`src/rtl/reg_read_collector.sv`:
```
// Register-read collector: accepts one instruction, schedules per-bank reads
// around bank conflicts, and presents the collected operands to execute.
module reg_read_collector #(
    parameter int TotalNumBank = 8,
    parameter int AddrWidth    = 5,
    parameter int DataWidth    = 32,
    parameter int BankBits     = $clog2(TotalNumBank)
) (
    input  logic                              clk,
    input  logic                              rst,
    input  logic                              instrValid,
    output logic                              instrReady,
    input  logic [127:0]                      instr,
    output logic [TotalNumBank-1:0]           readEn,
    output logic [TotalNumBank*AddrWidth-1:0] readAddr,
    input  logic [TotalNumBank*DataWidth-1:0] bankData,
    output logic                              outValid,
    input  logic                              outReady,
    output logic [127:0]                      outInstr,
    output logic [DataWidth-1:0]              opData1,
    output logic [DataWidth-1:0]              opData2,
    output logic [DataWidth-1:0]              opData3,
    output logic [2:0]                        opMask,
    output logic [15:0]                       conflictCount
);

    localparam logic [1:0] IDLE = 2'd0;
    localparam logic [1:0] READ = 2'd1;
    localparam logic [1:0] DONE = 2'd2;

    logic [1:0]           state_q, state_d;
    logic [127:0]         instr_q, instr_d;
    logic [BankBits-1:0]  bank_q [3];
    logic [BankBits-1:0]  bank_d [3];
    logic [AddrWidth-1:0] rsel_q [3];
    logic [AddrWidth-1:0] rsel_d [3];
    logic [DataWidth-1:0] opdata_q [3];
    logic [DataWidth-1:0] opdata_d [3];
    logic [2:0]           mask_q, mask_d;
    logic [2:0]           pending_q, pending_d;
    logic [2:0]           inflight_q, inflight_d;
    logic [15:0]          conflict_q, conflict_d;

    logic [TotalNumBank-1:0] claimed;
    logic [AddrWidth-1:0]    claim_addr [TotalNumBank];
    logic [DataWidth-1:0]    bank_data_arr [TotalNumBank];
    logic [2:0]              grant;
    logic                    denied;
    logic [2:0]              new_mask;

    genvar gi;
    generate
        for (gi = 0; gi < TotalNumBank; gi++) begin : g_bank
            assign bank_data_arr[gi]                   = bankData[gi*DataWidth +: DataWidth];
            assign readEn[gi]                          = claimed[gi];
            assign readAddr[gi*AddrWidth +: AddrWidth] = claim_addr[gi];
        end
    endgenerate

    always_comb begin
        case (instr[7:0])
            8'd1:       new_mask = 3'b011;
            8'd2:       new_mask = 3'b111;
            8'd4, 8'd8: new_mask = 3'b001;
            default:    new_mask = 3'b000;
        endcase
    end

    // Bank arbitration: earlier operands win; a later operand piggybacks on a
    // claimed bank only when it wants the very same register.
    always_comb begin
        claimed = '0;
        grant   = '0;
        denied  = 1'b0;
        for (int b = 0; b < TotalNumBank; b++) claim_addr[b] = '0;
        if (state_q == READ) begin
            for (int i = 0; i < 3; i++) begin
                if (pending_q[i]) begin
                    if (!claimed[bank_q[i]]) begin
                        claimed[bank_q[i]]    = 1'b1;
                        claim_addr[bank_q[i]] = rsel_q[i];
                        grant[i]              = 1'b1;
                    end else if (claim_addr[bank_q[i]] == rsel_q[i]) begin
                        grant[i] = 1'b1;
                    end else begin
                        denied = 1'b1;
                    end
                end
            end
        end
    end

    always_comb begin
        state_d    = state_q;
        instr_d    = instr_q;
        mask_d     = mask_q;
        pending_d  = pending_q;
        inflight_d = inflight_q;
        conflict_d = conflict_q;
        for (int i = 0; i < 3; i++) begin
            bank_d[i]   = bank_q[i];
            rsel_d[i]   = rsel_q[i];
            opdata_d[i] = opdata_q[i];
        end
        case (state_q)
            IDLE: begin
                if (instrValid && instrReady) begin
                    instr_d    = instr;
                    mask_d     = new_mask;
                    pending_d  = new_mask;
                    inflight_d = '0;
                    bank_d[0]  = instr[17 +: BankBits];
                    bank_d[1]  = instr[22 +: BankBits];
                    bank_d[2]  = instr[27 +: BankBits];
                    rsel_d[0]  = instr[64 +: AddrWidth];
                    rsel_d[1]  = instr[88 +: AddrWidth];
                    rsel_d[2]  = instr[104 +: AddrWidth];
                    for (int i = 0; i < 3; i++) opdata_d[i] = '0;
                    state_d = (new_mask != 3'b000) ? READ : DONE;
                end
            end
            READ: begin
                for (int i = 0; i < 3; i++) begin
                    if (inflight_q[i]) opdata_d[i] = bank_data_arr[bank_q[i]];
                end
                pending_d  = pending_q & ~grant;
                inflight_d = grant;
                if (denied && conflict_q != 16'hFFFF) conflict_d = conflict_q + 16'd1;
                if (pending_d == 3'b000 && grant == 3'b000) state_d = DONE;
            end
            DONE: begin
                if (outReady) state_d = IDLE;
            end
            default: state_d = IDLE;
        endcase
    end

    always_ff @(posedge clk) begin
        if (rst) begin
            state_q    <= IDLE;
            instr_q    <= '0;
            mask_q     <= '0;
            pending_q  <= '0;
            inflight_q <= '0;
            conflict_q <= '0;
            for (int i = 0; i < 3; i++) begin
                bank_q[i]   <= '0;
                rsel_q[i]   <= '0;
                opdata_q[i] <= '0;
            end
        end else begin
            state_q    <= state_d;
            instr_q    <= instr_d;
            mask_q     <= mask_d;
            pending_q  <= pending_d;
            inflight_q <= inflight_d;
            conflict_q <= conflict_d;
            for (int i = 0; i < 3; i++) begin
                bank_q[i]   <= bank_d[i];
                rsel_q[i]   <= rsel_d[i];
                opdata_q[i] <= opdata_d[i];
            end
        end
    end

    assign instrReady    = (state_q == IDLE) && !rst;
    assign outValid      = (state_q == DONE);
    assign outInstr      = instr_q;
    assign opData1       = opdata_q[0];
    assign opData2       = opdata_q[1];
    assign opData3       = opdata_q[2];
    assign opMask        = mask_q;
    assign conflictCount = conflict_q;

endmodule

```
`config.mk`:
```
export PLATFORM = sky130hd
export DESIGN_NAME = reg_read_collector
export DESIGN_NICKNAME = d
export VERILOG_FILES = /design/src/rtl/reg_read_collector.sv
export SDC_FILE = /design/constraint.sdc
export NUM_CORES = 1
export LEC_CHECK = 0
export CAP_MARGIN = 20
export CORE_AREA = 3 3 266 268
export DETAILED_ROUTE_END_ITERATION = 12
export DIE_AREA = 0 0 269 271
export PLACE_DENSITY = 0.51
export SLEW_MARGIN = 10
export SYNTH_ARGS = -nofsm -noshare
export SYNTH_HDL_FRONTEND = slang
export SYNTH_SLANG_ARGS = --single-unit
```
`constraint.sdc`:
```
create_clock -name clk -period 5.13 [get_ports clk]
set_input_delay 1.2825 -clock clk [delete_from_list [all_inputs] [get_ports clk]]
set_output_delay 1.2825 -clock clk [all_outputs]
set_load 0.01 [all_outputs]
```
==> flow_summary.yaml <==
status:
  status: "completed"
place:
  placement.cell_area_um2: 24300
  routabilityCongestion: 0.935
  dpl.hpwl_mm: 64.1
  portBuffers: 680
  dp.cells: 3405
synthesis:
  synthesis.area_um2: 16600
  synth-main-ff-cell: "dfxtp_1"
  synth-seq-cells: 251
  ys_seq_area_frac: 0.303
  yosysUniqueCellTypes: 85
  postSynthAreaPerCell_um2: 8.55
  synth_nets: 2332
  syn_inst: 1943
  yosysWarnings: 0
  synth_edf_count: 0
  ys_async_sr_fraction: 0
cts:
  cts.htree.levels: 2
  clk_latency_ns: 0.54
  clk_path_buf_depth: 3
  clkTransAtPathRegs_ns: 0.06
  root_buffer: "clkbuf_16"
  cts_buffers: 34
  cts_hold_buf: 0
  cts_tree: "yes"
  cts_sinks: 251
route:
  drtAntennaViolNets: 0
  top_layer_used: "met5"
  post-route-drc-count: 0
  via_per_inst: 5.61
  wl_met2_mm: 43.8
  routed_wl_mm: 93.7
  dr.pass1.iters: 8
  wirelength_met1_mm: 34.6
  met3_length_mm: 10.6
  wl_per_cell_um: 26.8
  num_vias: 19600
  first_iter_violations: 1964
flow_run:
  max-cap-violations: 0
sta:
  tightest_slew_ns: 0.920
  slew_violations: 0
  hold_ws_ns: 0.464
  fin_crit_sh: 0.986
  clock_skew_ns: 0.0162
  final-setup-viol-count: 0
  rsz0062_at_grt: "true"
  clock.fmax_mhz: 198
  period_needed_ns: 5.06
  hold_viol: 0
  tns_ns: 0
  slew_headroom: 0.386
setup_path:
  worstSetupStartpointType: "flip-flop"
  crit_chain: "buf_8 -> nor4b_4 -> a22oi_2 -> nand2_1 -> nor3_4 -> buf_6 -> buf_4 -> a21oi_1 -> a22oi_1 -> nand4_1 -> buf_6 -> nand3_2 -> nor2_2 -> nand2_1 -> a31oi_1 -> clkdlybuf4s50_1"
  cpPeakStageDelay_ns: 0.57
  worst_path_max_delay_cell: "clkdlybuf4s50_1"
  critPathArrivalTime_ns: 3.78
  cp-end-kind: "output pin"
  crit_type: "reg -> out"
  crit_fanout: 20
  required_ns: 3.85
layout:
  fin_nets: 2913
  layoutNonFillerInstCount: 3496
  layout_common_cells: "clkdlybuf4s50_1, nand2_1, dfxtp_1"
  area_growth_pct: 55.1
  fin_area_um2: 25800
  fill_cells: 6945
  drive_gt1_frac: 0.127
  final_common_cell: "clkdlybuf4s50_1"
grt:
  grt_max_degree: 187
  grt_pass1_wl_mm: 134
  grt_util_all_layers: 0.244
  grt_pass1_vias: 19900
  antenna_found_initial: 18
  grt_overflow_total: 0
power:
  clkPwrFrac: 0.407
  p_sw_frac: 0.294
  pwr-share-seq: 0.342
  power.internal_uw: 4380
  vdd_drop_max_mv: 0.177
  p_comb_frac: 0.250
  power.switching_uw: 1830
  p_per_area_nw_per_um2: 241
  p_leak_uw: 0.00930
floorplan:
  die_h_um: 271
  die_w_um: 269
  die-area_um2: 72900
  start_util: 0.242
  io_pins: 681
  core_um2: 68600
  num_rows: 96
min_path:
  holdCritPathClass: "reg -> reg"
what timing repair did:
action | 4_1_cts | 5_1_grt
cloned | 1 | 0
buffers inserted | 6 | 7
pin swaps | 12 | 13
endpoints found under the setup margin | 48 | 48
resized for setup | 53 | 33
path summary, 6_finish.rpt:
check / endpoint / start / cells after the start / slack, ns
worst min-delay path: opMask[1] / opMask[1] / 2 / 0.46
worst max-delay path: readAddr[4] / outInstr[18] / 16 / 0.07
worst max register to register: conflictCount[1] / outInstr[22] / 15 / 0.43
worst min register to register: opMask[1] / opMask[1] / 2 / 0.46
logic make-up after synthesis:
group	share of synthesized area
flip-flops	0.303
AO/OA/AOI/OAI	0.202
buffers and inverters	0.0506
XOR/XNOR	0.00896
multiplexers	0.195
AND/OR/NAND/NOR	0.240
adder cells (fa/ha/maj)	0.000753
synth_stat cells (5+ instances only):
master / number / area share
nand2_1: 363 / 0.082
and3_1: 14 / 0.0053
a211oi_1: 11 / 0.0050
nand3_1: 20 / 0.0060
a21oi_1: 76 / 0.023
a31oi_1: 135 / 0.051
dfxtp_1: 251 / 0.30
nor2_1: 215 / 0.049
and2_1: 7 / 0.0026
clkbuf_1: 155 / 0.035
mux2i_1: 33 / 0.020
buf_2: 12 / 0.0036
nand4_1: 9 / 0.0034
buf_1: 36 / 0.0081
or4_1: 6 / 0.0027
o21ai_0: 13 / 0.0039
nor4_1: 5 / 0.0019
mux4_2: 128 / 0.17
nand3b_1: 127 / 0.057
nor2b_1: 11 / 0.0041
a22o_1: 34 / 0.018
a221oi_1: 37 / 0.020
a22oi_1: 66 / 0.030
nor3_1: 16 / 0.0048
xnor2_1: 9 / 0.0047
a222oi_1: 22 / 0.013
nand2b_1: 6 / 0.0023
inv_1: 8 / 0.0018
o31ai_1: 12 / 0.0054
xor2_1: 8 / 0.0042
o211ai_1: 5 / 0.0023
per-stage QoR:
stage / setup slack (ns) / util / total power (uW)
6_report: 0.0718 / 0.376 / 6200
3_3_place_gp: 0.211 / 0.355 / 3670
4_1_cts: -0.0148 / 0.373 / 6280
3_5_place_dp: 0.0972 / 0.355 / 3680
5_1_grt: -0.130 / 0.376 / 6470
2_1_floorplan: 0.943 / - / 2870
worst max-delay path: cells and delay by family, from the launching register on:
kind                   cells  cell delay (ns)
AND/OR/NAND/NOR            7             1.18
flip-flops                 1             0.36
AO/OA/AOI/OAI              4             0.54
buffers and inverters      5             1.15
routing by layer:
layer | up-vias | GRT usage
met5 | - | 0
met4 | 12 | 0.120
met3 | 308 | 0.0824
met2 | 1305 | 0.404
met1 | 9512 | 0.280
li1 | 8489 | -
sequential cells by signal, summed over array words and instances (netlist names):
signal and flops:
state_q 2, conflictCount 16, outInstr 128, pending_q 3, opdata_q 96, opMask 3
inflight_q 3
power groups by stage:
stage	Sequential [uW]	Clock (uW)	Combinational [uW]
6_report	2120	2530	1550
5_1_grt	2130	2690	1640
4_1_cts	2120	2630	1540
3_5_place_dp	2160	0	1520
3_3_place_gp	2160	0	1510
2_1_floorplan	2150	0	719
layout make-up:
class	instances	area, um^2	share of cell area
Tap cell	931	1160	0.0452
Multi-Input combinational cell	1477	10900	0.423
Antenna cell	16	40.0	0.00155
Sequential cell	251	5050	0.196
Inverter	8	30.0	0.00117
Clock buffer	53	1120	0.0433
Clock inverter	8	71.3	0.00277
Timing Repair Buffer	752	7390	0.287
No activity file was read; power rests on OpenSTA's default activity.
==> RTL edit (same settings) <==
`TotalNumBank`: 8 -> 4.
--- a/src/rtl/reg_read_collector.sv
+++ b/src/rtl/reg_read_collector.sv
@@ -3,3 +3,3 @@
 module reg_read_collector #(
-    parameter int TotalNumBank = 8,
+    parameter int TotalNumBank = 4,
     parameter int AddrWidth    = 5,
Interface: changed (resized bankData, readAddr and readEn); port bits go from 681 to 529. No check against the original RTL was run, so the function may have changed too.
==> RTL edit against the unedited design <==
- setup slack improved by 0.35 ns
- synthesized cell count fell by 25%
- design area fell by 22%
- power fell by 9.1%
- synthesized area fell by 24%
- sequential cell count did not move
- first-iteration DRC count fell by 50%
- via count fell by 33%
- routed wire length fell by 38%
- largest cell class unchanged
==> RTL edit: results (changes against the unedited design) <==
Run status:
- Status: finished clean (unchanged).

Layout:
- The area taken by flip-flops and latches was 5040 um2 (was 5050 um2).
- The clock network area share is 5.96% (was 4.61%).
- The multi-input combinational cell count is 1055 (was 1477).
- The share of post-route cells with drive strength above 1 is 10.5% (was 12.7%).
- The number of nets in the final layout is 2163 (was 2913).
- The count of non-CTS inverters in the layout is 12 (was 8).
- The buffer count excluding the clock tree in the final layout came to 547 (was 752).
- The proportion of cell area occupied by multi-input gates came to 35.4% (was 42.3%).
- The layout clock buffer count came to 49 (was 53).
- The area share of buffers outside the clock network is 27.3% (was 28.7%).

Routing:
- The wire length the detailed router placed on met1 is 22700 um (was 34600 um).
- The average vias per placed instance is 4.60 (was 5.61).
- The wire length per cell after detailed routing is 20.2 um (was 26.8 um).
- The detailed-routed wire length on met2 came to 27600 um (was 43800 um).

Timing:
- The largest clock skew in the final design is 0.0250 ns (was 0.0162 ns).
- The minimum hold slack is 0.447 ns (was 0.464 ns).
- The slew at the pin closest to its max-slew limit was 1.02 ns (was 0.920 ns).
- The time the final worst path needs with I/O delays and setup is 4.71 ns (was 5.06 ns).

Placement:
- The post-DP HPWL is 41500 um (was 64100 um).
- The weighted congestion reported at the end of routability-driven placement is 0.885 (was 0.935).
- The post-detailed-placement cell area is 18800 um2 (was 24300 um2).
- The placed instance count is 2796 (was 3405).

Critical path:
- The worst setup path endpoint was readAddr[6] (was readAddr[4]).
- The worst reg-to-reg path cell count is 10 (was 15).
- The biggest cell delay along the critical path was 0.90 ns (was 0.57 ns).
- The cell with the largest stage delay on the worst path is nor4b_1 (was clkdlybuf4s50_1).

Logic synthesis:
- The post-synthesis cell count came to 1459 (was 1943).
- The number of distinct library cell variants in the gate-level netlist after synthesis is 75 (was 85).
- Ranking of synthesized cells by area: dfxtp_1 40%, mux4_2 17%, nand2_1 11% (was dfxtp_1 30%, mux4_2 17%, nand2_1 8.2%).
- The synthesized netlist net count is 1720 (was 2332).

Worst hold path:
- The worst hold path startpoint was opdata_q[0][33] (was opMask[1]).

Pwr:
- The net switching fraction of the power is 26.6% (was 29.4%).
- The static leakage is 6.43 nW (was 9.30 nW).

Clocking:
- The number of clock buffers inserted by TritonCTS came to 35 (was 34).
- The number of setup buffers added after CTS is 0 (was 6).

Global routing:
- The global routing met1 resource utilization is 17.6% (was 28.0%).
- The largest net degree at the start of global routing is 185 (was 187).
RTL edit: cell count changes after synthesis, moves of 34 or more:
cell	delta
nor2_1	-168
a21oi_1	+48
a22oi_1	-66
o21ai_0	+120
a31oi_1	-134
nand3_1	+85
a22o_1	-34
nand3b_1	-126
clkbuf_1	-50
RTL edit: worst min-delay path by stage:
stage | end
floorplan | inflight_q[0]
global placement | opMask[2]
detailed placement | opMask[2]
CTS | opdata_q[0][33]
global route | opdata_q[0][89]
finish | opdata_q[0][33]
RTL edit: kinds of logic (layout without fill, tap and decap cells):
family | Yosys count | in the layout | share of synthesized area, %
AOI/OAI and AO/OA | 330 | 330 | 15.4
xor gates and xnor gates | 16 | 16 | 1.16
adders and majority gates | 1 | 1 | 0.0986
buffers and inverters | 153 | 620 | 4.93
DFF | 251 | 251 | 39.6
muxes | 100 | 100 | 17.5
other | 0 | 6 | 0
and+or+nand+nor | 608 | 608 | 21.4
